File: src/rtl/conv_pool_if.sv
// rtl/conv_pool_if.sv - control and stream bundle between conv_pool and its neighbours
// master drives start and the accumulator stream; slave returns the pooled stream and done.
interface conv_pool_if #(
  parameter int BIT_DEPTH = 8,
  parameter int ACC_WIDTH = 20
);
  logic                        start;
  logic                        in_valid;
  logic signed [ACC_WIDTH-1:0] in_data;
  logic                        out_valid;
  logic signed [BIT_DEPTH-1:0] out_data;
  logic                        out_last;
  logic                        done;

  modport master (
    output start, in_valid, in_data,
    input  out_valid, out_data, out_last, done
  );

  modport slave (
    input  start, in_valid, in_data,
    output out_valid, out_data, out_last, done
  );
endinterface

File: src/rtl/conv_pool.sv
// rtl/conv_pool.sv - requantize, optional ReLU and 2x2/2 max pool of a raster accumulator stream
// Optional feature macro: CONV_POOL_RELU_EN clamps negative requantized samples to zero.
module conv_pool #(
  parameter int BIT_DEPTH = 8,
  parameter int ACC_WIDTH = 20,
  parameter int IN_COLS   = 26,
  parameter int IN_ROWS   = 26,
  parameter int QSHIFT    = 4
) (
  input logic       clk,
  input logic       rst,
  conv_pool_if.slave bus
);
  localparam int CW   = (IN_COLS > 2) ? $clog2(IN_COLS) : 1;
  localparam int RW   = (IN_ROWS > 2) ? $clog2(IN_ROWS) : 1;
  localparam int HALF = IN_COLS / 2;
  localparam int HW   = (HALF > 1) ? $clog2(HALF) : 1;
  localparam int TW   = ACC_WIDTH + 1;
  localparam logic [CW-1:0]        COL_LAST = CW'(IN_COLS - 1);
  localparam logic [RW-1:0]        ROW_LAST = RW'(IN_ROWS - 1);
  localparam logic signed [TW-1:0] RND      = TW'(2 ** (QSHIFT - 1));
  localparam logic signed [TW-1:0] Q_MAX    = TW'(2 ** (BIT_DEPTH - 1) - 1);
  localparam logic signed [TW-1:0] Q_MIN    = TW'(-(2 ** (BIT_DEPTH - 1)));

  typedef enum logic [1:0] {ST_IDLE, ST_ARMED, ST_DONE} state_t;

  state_t state_q, state_d;
  logic [CW-1:0] col_q, col_d;
  logic [RW-1:0] row_q, row_d;
  logic [HW-1:0] idx;
  logic          accept;
  logic          last_sample;

  logic signed [BIT_DEPTH-1:0] rowbuf_q [HALF];
  logic signed [BIT_DEPTH-1:0] hold_q;
  logic signed [BIT_DEPTH-1:0] out_data_q;
  logic                        out_valid_q;
  logic                        out_last_q;

  logic signed [TW-1:0]        t_sum;
  logic signed [TW-1:0]        q_full;
  logic signed [BIT_DEPTH-1:0] q;

  function automatic logic signed [BIT_DEPTH-1:0] smax(
    input logic signed [BIT_DEPTH-1:0] a,
    input logic signed [BIT_DEPTH-1:0] b
  );
    return (a > b) ? a : b;
  endfunction

  // Extra sign bit keeps the rounding add from overflowing near the accumulator limits.
  always_comb begin
    t_sum  = {bus.in_data[ACC_WIDTH-1], bus.in_data} + RND;
    q_full = t_sum >>> QSHIFT;
    if (q_full > Q_MAX) begin
      q = Q_MAX[BIT_DEPTH-1:0];
    end else if (q_full < Q_MIN) begin
      q = Q_MIN[BIT_DEPTH-1:0];
    end else begin
      q = q_full[BIT_DEPTH-1:0];
    end
`ifdef CONV_POOL_RELU_EN
    if (q < 0) begin
      q = '0;
    end
`else
`endif
  end

  assign idx         = HW'(col_q >> 1);
  assign last_sample = (row_q == ROW_LAST) && (col_q == COL_LAST);

  always_comb begin
    state_d = state_q;
    col_d   = col_q;
    row_d   = row_q;
    accept  = 1'b0;
    if (bus.start) begin
      state_d = ST_ARMED;
      col_d   = '0;
      row_d   = '0;
    end else if (state_q == ST_ARMED && bus.in_valid) begin
      accept = 1'b1;
      if (col_q == COL_LAST) begin
        col_d = '0;
        row_d = (row_q == ROW_LAST) ? '0 : row_q + 1'b1;
      end else begin
        col_d = col_q + 1'b1;
      end
      if (last_sample) begin
        state_d = ST_DONE;
      end
    end
  end

  always_ff @(posedge clk or negedge rst) begin
    if (!rst) begin
      state_q <= ST_IDLE;
      col_q   <= '0;
      row_q   <= '0;
    end else begin
      state_q <= state_d;
      col_q   <= col_d;
      row_q   <= row_d;
    end
  end

  // Even rows fold pairs into the half-width buffer; odd rows finish the window.
  always_ff @(posedge clk or negedge rst) begin
    if (!rst) begin
      for (int i = 0; i < HALF; i++) begin
        rowbuf_q[i] <= '0;
      end
      hold_q      <= '0;
      out_data_q  <= '0;
      out_valid_q <= 1'b0;
      out_last_q  <= 1'b0;
    end else begin
      out_valid_q <= 1'b0;
      out_last_q  <= 1'b0;
      if (accept) begin
        case ({row_q[0], col_q[0]})
          2'b00: rowbuf_q[idx] <= q;
          2'b01: rowbuf_q[idx] <= smax(rowbuf_q[idx], q);
          2'b10: hold_q <= smax(rowbuf_q[idx], q);
          2'b11: begin
            out_valid_q <= 1'b1;
            out_data_q  <= smax(hold_q, q);
            out_last_q  <= last_sample;
          end
        endcase
      end
    end
  end

  assign bus.out_valid = out_valid_q;
  assign bus.out_data  = out_data_q;
  assign bus.out_last  = out_last_q;
  assign bus.done      = (state_q == ST_DONE);
endmodule

File: src/flat_wrapper.sv
// flat-port wrapper written by rule: the top's interface ports become plain ports
module conv_pool_flat 
#(
  parameter int BIT_DEPTH = 8,
  parameter int ACC_WIDTH = 20,
  parameter int IN_COLS   = 26,
  parameter int IN_ROWS   = 26,
  parameter int QSHIFT    = 4
)
  (clk, rst, bus_start, bus_in_valid, bus_in_data, bus_out_valid, bus_out_data, bus_out_last, bus_done);
  conv_pool_if #(.BIT_DEPTH(BIT_DEPTH), .ACC_WIDTH(ACC_WIDTH)) bus_i ();
  input logic clk;
  input logic rst;
  input wire logic [$bits(bus_i.start)-1:0] bus_start;
  input wire logic [$bits(bus_i.in_valid)-1:0] bus_in_valid;
  input wire logic [$bits(bus_i.in_data)-1:0] bus_in_data;
  output wire logic [$bits(bus_i.out_valid)-1:0] bus_out_valid;
  output wire logic [$bits(bus_i.out_data)-1:0] bus_out_data;
  output wire logic [$bits(bus_i.out_last)-1:0] bus_out_last;
  output wire logic [$bits(bus_i.done)-1:0] bus_done;
  assign bus_i.start = bus_start;
  assign bus_i.in_valid = bus_in_valid;
  assign bus_i.in_data = bus_in_data;
  assign bus_out_valid = bus_i.out_valid;
  assign bus_out_data = bus_i.out_data;
  assign bus_out_last = bus_i.out_last;
  assign bus_done = bus_i.done;
  conv_pool #(.BIT_DEPTH(BIT_DEPTH), .ACC_WIDTH(ACC_WIDTH), .IN_COLS(IN_COLS), .IN_ROWS(IN_ROWS), .QSHIFT(QSHIFT)) u_core (.clk(clk), .rst(rst), .bus(bus_i));
endmodule
File: config.mk
export PLATFORM = sky130hd
export DESIGN_NAME = conv_pool_flat
export DESIGN_NICKNAME = d
export VERILOG_FILES = /design/src/rtl/conv_pool_if.sv /design/src/rtl/conv_pool.sv /design/src/flat_wrapper.sv
export SDC_FILE = /design/constraint.sdc
export NUM_CORES = 1
export LEC_CHECK = 0
export BUFFER_PORTS_ARGS = -buffer_cell sky130_fd_sc_hd__buf_4
export CAP_MARGIN = 20
export CORE_MARGIN = 1.5
export CORE_UTILIZATION = 45
export CTS_CLUSTER_SIZE = 40
export DETAILED_ROUTE_END_ITERATION = 8
export PLACE_DENSITY = 0.6
export SYNTH_ARGS = -nofsm -noshare
export SYNTH_HDL_FRONTEND = slang
export SYNTH_SLANG_ARGS = --single-unit
export TNS_END_PERCENT = 20
File: constraint.sdc
create_clock -name clk -period 10.45 [get_ports clk]
set_input_delay 0.5225 -clock clk [delete_from_list [all_inputs] [get_ports clk]]
set_output_delay 0.5225 -clock clk [all_outputs]
set_load 0.05 [all_outputs]
# --- Word level (Yosys, flattened, before mapping) ---
# Index checks and enable logic that the tools add are counted.
classes:
  n_addsub: 3
  n_lt_le_gt_ge: 6
  eq_ne: 7
  muxes: 28
  bitwise: 1
  n_reduce_logical: 13
op_table:
  columns: ["operator", "n"]
  rows:
  - ["$bwmux 104", 2]
  - ["$pmux 104 s2", 1]
  - ["$mux 8", 7]
  - ["$mux 5", 7]
  - ["$bmux 8 s4", 1]
  - ["$demux 8 s4", 1]
  - ["$add 20x5->21 const B", 1]
  - ["$gt 17x8->1 const B", 1]
  - ["$lt 17x8->1 const B", 1]
  - ["$gt 8x8->1", 2]
  - ["$add 5x1->5 const B", 2]
  - ["$eq 5x5->1 const B", 2]
  - ["$reduce_and 2->1", 5]
  - ["$reduce_bool 2->1", 4]
  - ["$eq 2x2->1 const B", 3]
  - ["$mux 1", 6]
  - ["$mux 2", 3]
  - ["$ge 5x5->1 const B", 1]
  - ["$lt 5x1->1 const B", 1]
  - ["$not 4->5", 1]
  - ["$eq 2x1->1 const B", 2]
  - ["$logic_and 1x1->1", 3]
  - ["$logic_not 2->1", 1]
totals:
  register_bits: 134
  in_bits: 24
  output_inout_bits: 11
  elab_cells: 78

# --- Logic depth before layout (Yosys ltp) ---
# Gate-level depths: netlist of run 1.
logic_depth:
  depth_word: 8
  mapped_depth: 21
  depth_no_buf: 18

# --- Worst setup path before layout of run 1 ---
# Ideal clock, no wire load.
synth_path:
  kind: "reg-to-reg"
  from: "register u_core.col_q[1]"
  to: "register u_core.rowbuf_q[75] in the netlist's numbering"
  setup_ns: 0.127
  arrival_ns: 4.356
  required_time_ns: 10.323
  setup_slack_ns: 5.967
  path_stages_with_launch: 17
  path_buffers: 4
  synth_period_minus_slack_ns: 4.483
  cell_sequence: "dfrtp_1 -> buf_2 -> buf_1 -> mux4_2 -> mux2i_1 -> nor2_1 -> a221o_1 -> ha_1 -> nand3_1 -> nor3_1 -> mux2i_1 -> o31ai_4 -> o311a_1 -> buf_4 -> mux2i_1 -> buf_4 -> o21ai_2"
synth_between:
  elab_chain_len: 8
  word_cells_on_any_way: 14
  cone_classes: "order compare (3); mux (9); bitwise (1); reduce/logical (1)"
synth_lines:
  columns: ["item", "line_no", "source"]
  rows:
  - ["start, declared", "conv_pool.sv:28", "logic [CW-1:0] col_q, col_d;"]
  - ["start signal, assigned", "conv_pool.sv:103", "col_q <= col_d;"]
  - ["$not 4->5 (implied by the code) *", "conv_pool.sv:123, conv_pool.sv:124", null]
  - ["$bmux 8 s4", "conv_pool.sv:124", "2'b01: rowbuf_q[idx] <= smax(rowbuf_q[idx], q);"]
  - ["$mux 8 (implied by the code) (2 in series)", "conv_pool.sv:124", null]
  - ["$gt 8x8->1", "conv_pool.sv:48", "return (a > b) ? a : b;"]
  - ["$mux 8", "conv_pool.sv:48", null]
  - ["$bwmux 104", "conv_pool.sv:124", null]
  - ["$pmux 104 s2 *", "conv_pool.sv:122", "case ({row_q[0], col_q[0]})"]
  - ["end signal, assigned by index", "conv_pool.sv:123", "2'b00: rowbuf_q[idx] <= q;"]
  - ["end signal, assigned by index", "conv_pool.sv:124", null]
  - ["end, declared", "conv_pool.sv:34", "logic signed [BIT_DEPTH-1:0] rowbuf_q [HALF];"]
# Mark *: on every way between the ends. The rest lies on a longest branch, timed or not. The select of a mux whose other input is x is not followed.
# A chain may end at the register's enable or synchronous reset.

# --- Final worst setup path of run 1 ---
layout_path:
  from: "input bus_in_data[3]"
  to: "register u_core.rowbuf_q[101] in the netlist's numbering"
layout_between:
  elab_chain_len: 8
  word_cells_on_any_way: 10
  cone_classes: "add/sub (1); order compare (3); mux (6)"
layout_lines:
  columns: ["item", "line_no", "source"]
  rows:
  - ["start, declared", "flat_wrapper.sv:16", "input wire logic [$bits(bus_i.in_data)-1:0] bus_in_data;"]
  - ["$add 20x5->21 *", "conv_pool.sv:53", "t_sum = {bus.in_data[ACC_WIDTH-1], bus.in_data} + RND;"]
  - ["$lt 17x8->1", "conv_pool.sv:57", "end else if (q_full < Q_MIN) begin"]
  - ["$mux 8", "conv_pool.sv:57", null]
  - ["$mux 8 *", "conv_pool.sv:55", "if (q_full > Q_MAX) begin"]
  - ["$gt 8x8->1", "conv_pool.sv:48", null]
  - ["$mux 8", "conv_pool.sv:48", null]
  - ["$bwmux 104", "conv_pool.sv:124", null]
  - ["$pmux 104 s2 *", "conv_pool.sv:122", null]
# Mark *: on every way between the ends. The rest lies on a longest branch, timed or not.

==> impl_metrics.yaml, run 1 <==
place:
  gp_congestion: 0.838
  placedCellCount: 917
  hpwl_mm: 10.9
  portBuffers: 31
finish:
  fin_cells: 953
  seqCellArea_sq_mm: 0.00335
  fill_cells: 1391
  antenna_cells: 0
  mostFrequentLayoutCells: "nand2_1 (143), dfrtp_1 (133), o21ai_1 (74)"
  drive_above_1_share: 0.159
  area.growth.synth_to_final_pct: 14.7
  nets: 770
  final_common_cell: "nand2_1"
  multi_input_comb_area_sq_mm: 0.00345
timing:
  setup-tns-final_ns: 0
  period_share: 0.531
  grt_setup_unrepaired: "no"
  clock.fmax_mhz: 180
  worstMarginPinSlew_ns: 0.990
  finalSetupViolations: 0
  relSlewSlack: 0.321
  clock_skew_ns: 0.00760
  slew_violations: 0
  hold-worst-slack_ns: 0.164
  hold_violations: 0
  post-route-min-period_ns: 5.55
floorplan:
  die_x_microns: 128
  io_pins: 35
  core_area_sq_mm: 0.0153
  rows: 45
  die_h_microns: 128
  initial_core_util: 0.461
  dieArea_sq_mm: 0.0164
setup_path:
  cp_slowest_cell: "mux2i_1"
  worstSetupEndpointType: "register"
  critPathRequiredTime_ns: 10.70
  path_delay_family: "compound AO/OA/AOI/OAI gates"
  worstPathCellList: "buf_4 > ha_1 > nand4_1 > nor4_1 > xor2_1 > a41oi_1 > o21ai_0 > inv_1 > ha_1 > nand3_1 > nor3_1 > mux2i_1 > o31ai_4 > o311a_1 > mux2i_1 > o21ai_0"
  timing.critical_path.arrival_ns: 5.80
  cp_max_fo: 13
  crit_buf_inv: 2
  start_kind: "input pin"
  crit_start: "bus_in_data[3]"
  crit_path_max_incr_delay_ns: 0.88
  critPathKind: "in2reg"
  r2r-start: "u_core.col_q[3]$_DFFE_PN0P_"
logic_synthesis:
  async_flop_share: 1.00
  syn_nets: 749
  synth_top_area_cell: "dfrtp_1"
  ys_warn_count: 0
  yosys_register_bits: 134
  synth_cell_types: 56
  ys.flop_type: "dfrtp_1"
  yosys-top-cells-area: "dfrtp_1 (48%), mux4_2 (7.7%), nand2_1 (7.6%)"
  ys_seq_area_frac: 0.477
  avgSynthCellArea_sq_um: 9.94
  syn-cell-area_sq_mm: 0.00703
  synth_top_area_share: 0.477
  syn_inst: 708
  synth-edff-count: 0
pwr:
  leakagePower_nw: 3.53
  irDropWorstVdd_v: 0.000122
  powerDensity_mw_per_mm2: 173
routing:
  wl_mm: 16.1
  dr.first_iter.drc_count: 451
  vias: 5343
  drc: 0
  ant_nets: 0
  viasPerCell: 5.61
  wire_per_inst_microns: 16.9
  first_pass_iters: 5
cts:
  cts-root-buf: "clkbuf_16"
  clk_pin_slew_worst_paths_ns: 0.06
  post_cts_buffers: 0
  cts_sinks: 134
  cts_max_path_buffers: 2
  clk_latency_ns: 0.42
  cts_tree: "yes"
  ctsHoldBuffers: 0
  cts_resized: 0
  cts-buffers-inserted: 17
  htree_levels: 4
flow_run:
  maxCapViolCount: 0
grt:
  grt_pass1_vias: 5295
  antenna_found_initial: 0
  grt_pass1_wl_mm: 26.9
  grt_remaining_overflow: 0
  grt_usage: 0.212
  grt_max_degree: 77
min_path:
  min_path_type: "in2async"
status:
  status: "finished, final reports clean"
## cell families after synthesis
group	after synthesis	share of synthesized area
AOI/OAI and AO/OA	178	0.158
xor gates and xnor gates	12	0.0149
adders and majority gates	18	0.0317
buffers and inverters	56	0.0324
DFF	134	0.477
muxes	49	0.112
and+or+nand+nor	261	0.174
## registers in the layout, indices dropped and copies added (netlist names)
register	cells
u_core.rowbuf_q	104
u_core.bus.out_data	8
u_core.bus.out_last	1
u_core.col_q	5
u_core.bus.out_valid	1
u_core.state_q	2
u_core.row_q	5
u_core.hold_q	8
## Yosys cell counts (2+ instances only)
cell      count
nand3_1      15
buf_4         2
and3_1       10
nand2b_1      3
mux4_2       24
nand4_1       4
o21ai_0      48
o41ai_1       2
nand2_1     143
ha_1         17
mux2i_1      25
and2_1        9
nor2_1       29
a21o_1        2
o21ai_1      74
inv_1        16
xnor2_1       7
nor3_1       12
buf_2         8
dfrtp_1     134
o21ai_2       9
a221o_1      14
or2_2         4
nand3b_1      2
nor3b_1       4
xor2_1        5
a21oi_1      13
and3b_1       2
or4_1         5
buf_1         3
clkbuf_1     27
and4_1        2
a31oi_1       2
nor2b_1      10
## worst paths after layout
path	endpoint	slack [ns]	cells after the start
min in group clk	u_core.row_q[1]$_DFFE_PN0P_	0.38	2
max reg2reg	u_core.rowbuf_q[101]$_DFFE_PN0P_	5.25	11
min	u_core.row_q[3]$_DFFE_PN0P_	0.16	1
max in group asynchronous	u_core.rowbuf_q[31]$_DFFE_PN0P_	8.82	2
min reg2reg	u_core.rowbuf_q[19]$_DFFE_PN0P_	0.47	2
max	u_core.rowbuf_q[101]$_DFFE_PN0P_	4.90	16
## metrics by stage
stage	utilization	total power (W)	setup WS, ns	instance area (sq um)
2_1_floorplan	-	0.000710	5.97	7030
3_3_place_gp	0.486	0.000763	4.54	7420
3_5_place_dp	0.486	0.000771	4.38	7420
4_1_cts	0.527	0.00141	4.79	8040
5_1_grt	0.529	0.00146	4.30	8070
6_report	0.529	0.00140	4.90	8070
## cell type report
type	count	share of cell area
Clock buffer	20	0.0566
Inverter	16	0.00744
Tap cell	211	0.0327
Multi-Input combinational cell	518	0.428
Timing Repair Buffer	42	0.0391
Sequential cell	134	0.416
Clock inverter	12	0.0205
## metal layers
| layer | vias up | track usage | part of all wire |
|---|---|---|---|
| li1 | 2601 | - | - |
| met1 | 2584 | 0.277 | 0.46 |
| met2 | 131 | 0.344 | 0.47 |
| met3 | 27 | 0.0459 | 0.043 |
| met4 | 0 | 0.0892 | 0.021 |
| met5 | - | 0 | 0 |
## where the power goes
group / leakage, nW / switching, W / internal, W / total [W]
clock: 0.300 / 0.000236 / 0.000393 / 0.000628
sequential: 1.84 / 0.0000151 / 0.000546 / 0.000562
combinational: 1.39 / 0.000125 / 0.0000810 / 0.000206
(Power assumes the default switching activity.)
==> inputs of run 2 (changes only) <==
PLACE_DENSITY = 0.62   (was 0.6)
clock period = 4.6 ns   (was 10.45 ns; I/O delays follow)
==> run 2 against run 1 <==
  * Design area up 2.7%
  * Global-route usage increased by 0.97 points
  * Sequential share of layout area decreased by 1.1 points
  * Die area did not move
  * Combinational power grew 150%
  * Final cell count is 2.3% higher
  * Clock power grew 110%
  * Total power increased by 120%
  * First-iteration DRC count shrank 29%
  * Via count increased by 2.7%
  * Critical endpoint is now u_core.rowbuf_q[83]$_DFFE_PN0P_
  * Largest cell class unchanged
  * Largest power group unchanged
==> impl_metrics.yaml, run 2 (same netlist as run 1, synthesis figures left out) <==
status:
  status: "finished, final reports clean"
min_path:
  min_from: "bus_start"
  whs_path_depth: 2
  min_to: "u_core.state_q[1]$_DFFE_PN0P_"
  min_path_type: "in2reg"
routing:
  dr.first_iter.drc_count: 318
  viasPerCell: 5.63
  first_pass_iters: 5
  wire_per_inst_microns: 17.4
  wl_mm: 16.9
  drc: 0
  ant_nets: 0
  vias: 5489
finish:
  drive_above_1_share: 0.187
  largest-register: "u_core.rowbuf_q"
  mostFrequentLayoutCells: "nand2_1 (143), dfrtp_1 (133), o21ai_1 (74)"
  area.growth.synth_to_final_pct: 17.8
  nets: 794
  fill_cells: 1332
  final_common_cell: "nand2_1"
  largest_reg_flops: 104
  fin_cells: 975
  antenna_cells: 0
setup_path:
  crit_path_max_incr_delay_ns: 0.57
  cp_max_fo: 13
  crit_buf_inv: 3
  reg2regPathDepth: 15
  cp_slowest_cell: "dfrtp_4"
  worstPathCellList: "buf_12 > mux4_2 > mux2i_1 > nor2_1 > a221o_1 > ha_1 > nand2_1 > nor3_2 > mux2i_2 > o31ai_4 > o311a_4 > buf_12 > mux2i_1 > buf_4 > o21ai_0"
  path_delay_family: "compound AO/OA/AOI/OAI gates"
  worstSetupEndpointType: "register"
  timing.critical_path.arrival_ns: 4.52
  critPathKind: "reg2reg"
  start_kind: "register"
  reg2reg_to: "u_core.rowbuf_q[83]$_DFFE_PN0P_"
  critPathRequiredTime_ns: 4.87
  rrSetupSlack_ns: 0.35
  r2r-start: "u_core.col_q[1]$_DFFE_PN0P_"
cts:
  cts-root-buf: "clkbuf_16"
  post_cts_buffers: 0
  cts_max_path_buffers: 2
  clk_pin_slew_worst_paths_ns: 0.06
  cts_sinks: 134
  clk_latency_ns: 0.42
  cts-buffers-inserted: 17
  htree_levels: 4
  cts_tree: "yes"
timing:
  slew_violations: 0
  relSlewSlack: 0.520
  period_share: 0.923
  worstMarginPinSlew_ns: 0.718
  hold_violations: 0
  grt_setup_unrepaired: "no"
  clock_skew_ns: 0.00917
  clock.fmax_mhz: 236
  finalSetupViolations: 0
  setup-tns-final_ns: 0
  post-route-min-period_ns: 4.25
place:
  portBuffers: 31
  placedCellCount: 943
  gp_congestion: 0.854
  hpwl_mm: 11.7
grt:
  antenna_found_initial: 0
  grt_max_degree: 82
  grt_pass1_vias: 5631
  grt_usage: 0.222
  grt_remaining_overflow: 0
  grt_pass1_wl_mm: 28.2
floorplan:
  dieArea_sq_mm: 0.0164
  die_h_microns: 128
  initial_core_util: 0.461
  core_area_sq_mm: 0.0153
  die_x_microns: 128
  rows: 45
  io_pins: 35
pwr:
  powerDensity_mw_per_mm2: 377
  irDropWorstVdd_v: 0.000269
  leakagePower_nw: 3.66
flow_run:
  maxCapViolCount: 0
-- run 2: cell count changes in the layout (fill, tap and decap cells not counted), sizes merged --
cell,delta
buf,+23
clkinv,+4
inv,-3
bufinv,-1
clkbuf,-1
clkinvlp,-1
dlygate4sd3,+1
-- run 2: worst max path at each step --
stage	from	endpoint	cells past startpoint
finish	u_core.col_q[1]$_DFFE_PN0P_	u_core.rowbuf_q[83]$_DFFE_PN0P_	15
CTS	u_core.col_q[1]$_DFFE_PN0P_	u_core.rowbuf_q[83]$_DFFE_PN0P_	15
detailed placement	bus_in_data[5]	u_core.rowbuf_q[91]$_DFFE_PN0P_	19
floorplan	u_core.col_q[1]$_DFFE_PN0P_	u_core.rowbuf_q[75]$_DFFE_PN0P_	16
global placement	bus_in_data[5]	u_core.rowbuf_q[85]$_DFFE_PN0P_	17
global route	u_core.col_q[1]$_DFFE_PN0P_	u_core.rowbuf_q[83]$_DFFE_PN0P_	15
-- run 2: cell type report --
class,count,area (sq um),share of cell area
multi-input cells,518,3470,0.419
inverters,16,60.1,0.00725
flip-flops and latches,134,3360,0.405
repair buffers,66,556,0.0670
well taps,211,264,0.0318
clock inverters,11,126,0.0152
clock buffers,19,453,0.0546
-- run 2: layer usage --
layer  track usage  wire length, microns
met2         0.375                  8410
met4        0.0773                   238
met3        0.0543                   674
met5             0                     0
met1         0.278                  7610
-- run 2: timing repair --
item                       4_1_cts  5_1_grt
setup endpoints to repair        0       75
hold buffers                     0        1
resized for setup                0        4
hold endpoints to repair         0       31
-- run 2: power breakdown --
group / switching (W) / leakage (nW) / internal [W] / total, W
registers: 0.0000377 / 1.84 / 0.00124 / 0.00128
logic: 0.000297 / 1.53 / 0.000211 / 0.000508
clock network: 0.000516 / 0.285 / 0.000822 / 0.00134
total: 0.000851 / 3.66 / 0.00227 / 0.00313
-- run 2: per-stage QoR --
step	utilization	hold slack [ns]	setup WS, ns	area (sq um)	power [W]
2_1_floorplan	-	-0.0656	0.117	7030	0.00161
3_5_place_dp	0.501	0.465	0.0588	7650	0.00180
5_1_grt	0.543	0.0837	0.0533	8290	0.00326
4_1_cts	0.539	0.0327	0.148	8230	0.00314
3_3_place_gp	0.501	0.448	0.169	7650	0.00178
6_report	0.543	0.0714	0.354	8290	0.00313
==> inputs of run 3 (changes only) <==
CORE_MARGIN = 2   (was 1.5)
==> run 3 against run 2 <==
  * First-iteration DRC count is 16% higher
  * Clock power increased by 3%
  * Clock skew shrank 0.0012 ns
  * Via count is 1.2% lower
  * Total power increased by 0.71%
  * Register-to-register slack got worse by 0.10 ns
  * Combinational power fell by 3%
  * Sequential share of layout area up 0.34 points
  * Final cell count fell by 0.41%
  * Largest cell class unchanged
  * Highest routed layer unchanged
==> impl_metrics.yaml, run 3 (same netlist as run 1, synthesis figures left out) <==
routing:
  wl_mm: 16.9
  drc: 0
  wire_per_inst_microns: 17.4
  dr.first_iter.drc_count: 368
  first_pass_iters: 5
  vias: 5425
  viasPerCell: 5.59
  ant_nets: 0
pwr:
  power_frac_seq: 0.406
  irDropWorstVdd_v: 0.000293
  p_total_w: 0.00315
  swShare: 0.285
  leakagePower_nw: 3.61
  switchingPower_w: 0.000896
  pwr-share-clk: 0.438
  pwr-share-comb: 0.156
  internal_power_w: 0.00225
  powerDensity_mw_per_mm2: 383
timing:
  relSlewSlack: 0.461
  fin_ws_ns: 0.250
  clock.fmax_mhz: 230
  hold-worst-slack_ns: 0.0719
  clock_skew_ns: 0.00800
  post-route-min-period_ns: 4.35
  worstMarginPinSlew_ns: 0.806
  slew_violations: 0
  setup-tns-final_ns: 0
  finalSetupViolations: 0
  grt_setup_unrepaired: "no"
  hold_violations: 0
  period_share: 0.946
setup_path:
  critPathRequiredTime_ns: 4.88
  timing.critical_path.arrival_ns: 4.63
  reg2reg_to: "u_core.rowbuf_q[91]$_DFFE_PN0P_"
  cp_max_fo: 13
  start_kind: "register"
  reg2regPathDepth: 14
  r2r-start: "u_core.col_q[1]$_DFFE_PN0P_"
  rrSetupSlack_ns: 0.25
  worstSetupEndpointType: "register"
  critPathKind: "reg2reg"
place:
  portBuffers: 31
  gp_congestion: 0.836
  hpwl_mm: 11.6
  post-place-ws_ns: -0.169
finish:
  antenna_cells: 0
  area.growth.synth_to_final_pct: 16.9
  final_common_cell: "nand2_1"
  nets: 788
  largest_reg_flops: 104
  largest-register: "u_core.rowbuf_q"
  drive_above_1_share: 0.180
  mostFrequentLayoutCells: "nand2_1 (143), dfrtp_1 (133), o21ai_1 (74)"
cts:
  clk_pin_slew_worst_paths_ns: 0.06
  cts-root-buf: "clkbuf_16"
  cts_max_path_buffers: 2
  clk_latency_ns: 0.43
  htree_levels: 4
  cts_tree: "yes"
  cts-buffers-inserted: 17
  post_cts_buffers: 0
  cts_sinks: 134
grt:
  grt_max_degree: 58
  antenna_found_initial: 0
  grt_remaining_overflow: 0
  grt_pass1_vias: 5419
  grt_pass1_wl_mm: 27.8
  grt_usage: 0.217
floorplan:
  core_area_sq_mm: 0.0153
  dieArea_sq_mm: 0.0166
  initial_core_util: 0.461
  die_x_microns: 129
  rows: 45
  io_pins: 35
  die_h_microns: 129
min_path:
  min_from: "bus_start"
  min_path_type: "in2reg"
  whs_path_depth: 2
  min_to: "u_core.row_q[1]$_DFFE_PN0P_"
flow_run:
  maxCapViolCount: 0
status:
  status: "finished, final reports clean"
run 3: changes by cell type in the layout (fill, tap and decap cells not counted), moves of 2 or more:
cell	previous run	this run
clkinv_2	3	1
clkbuf_8	2	0
buf_4	61	57
clkinvlp_4	1	5
inv_8	0	3
run 3: power by group through the flow:
stage	Combinational (W)	Sequential (W)	Clock (W)
3_5_place_dp	0.000488	0.00130	0
6_report	0.000492	0.00128	0.00138
2_1_floorplan	0.000328	0.00129	0
5_1_grt	0.000544	0.00129	0.00144
4_1_cts	0.000492	0.00128	0.00139
3_3_place_gp	0.000475	0.00129	0
run 3: how the worst max path moves through the flow:
stage	from	to	slack, ns	cells past startpoint
floorplan	u_core.col_q[1]$_DFFE_PN0P_	u_core.rowbuf_q[75]$_DFFE_PN0P_	0.12	16
global placement	bus_in_data[5]	u_core.rowbuf_q[83]$_DFFE_PN0P_	-0.03	17
detailed placement	bus_in_data[5]	u_core.rowbuf_q[91]$_DFFE_PN0P_	-0.17	17
CTS	u_core.col_q[1]$_DFFE_PN0P_	u_core.rowbuf_q[91]$_DFFE_PN0P_	0.13	14
global route	u_core.col_q[1]$_DFFE_PN0P_	u_core.rowbuf_q[91]$_DFFE_PN0P_	0.04	14
finish	u_core.col_q[1]$_DFFE_PN0P_	u_core.rowbuf_q[91]$_DFFE_PN0P_	0.25	14
run 3: timing repair:
| item | 4_1_cts | 5_1_grt |
|---|---|---|
| setup endpoints to repair | 1 | 26 |
| hold endpoints to repair | 55 | 0 |
| hold buffers | 1 | 0 |
| resized for setup | 1 | 2 |
run 3: cell type report:
class                           instances  area [sq um]
Clock inverter                         15           171
Tap cell                              211           264
Fill cell                            1334          7040
Timing Repair Buffer                   60           478
Inverter                               16          60.1
Clock buffer                           17           425
Sequential cell                       134          3360
Multi-Input combinational cell        518          3460
run 3: worst max-delay path, cell delays in order (launching register included):
cell and delay (ns):
dfrtp_4 0.56, buf_4 0.18, mux4_2 0.50, mux2i_1 0.23
nor2_1 0.06, a221o_1 0.33, ha_1 0.33, nand3_1 0.10
nor3_1 0.26, mux2i_1 0.20, o31ai_4 0.36, o311a_4 0.35
mux2i_1 0.31, buf_4 0.29, o21ai_0 0.13
run 3: through the flow:
stage / cell area [sq um] / util / instances
after floorplan: 7030 / - / 708
after global placement: 7600 / 0.498 / 938
after detailed placement: 7600 / 0.498 / 938
after CTS: 8210 / 0.538 / 971
after global routing: 8220 / 0.539 / 971
final: 8220 / 0.539 / 971
run 3: per-layer routing:
metal / part of all wire / track usage / vias up
met5: 0 / 0 / -
met4: 0.021 / 0.0908 / 0
met1: 0.44 / 0.281 / 2640
li1: - / - / 2621
met3: 0.045 / 0.0380 / 28
met2: 0.49 / 0.365 / 136
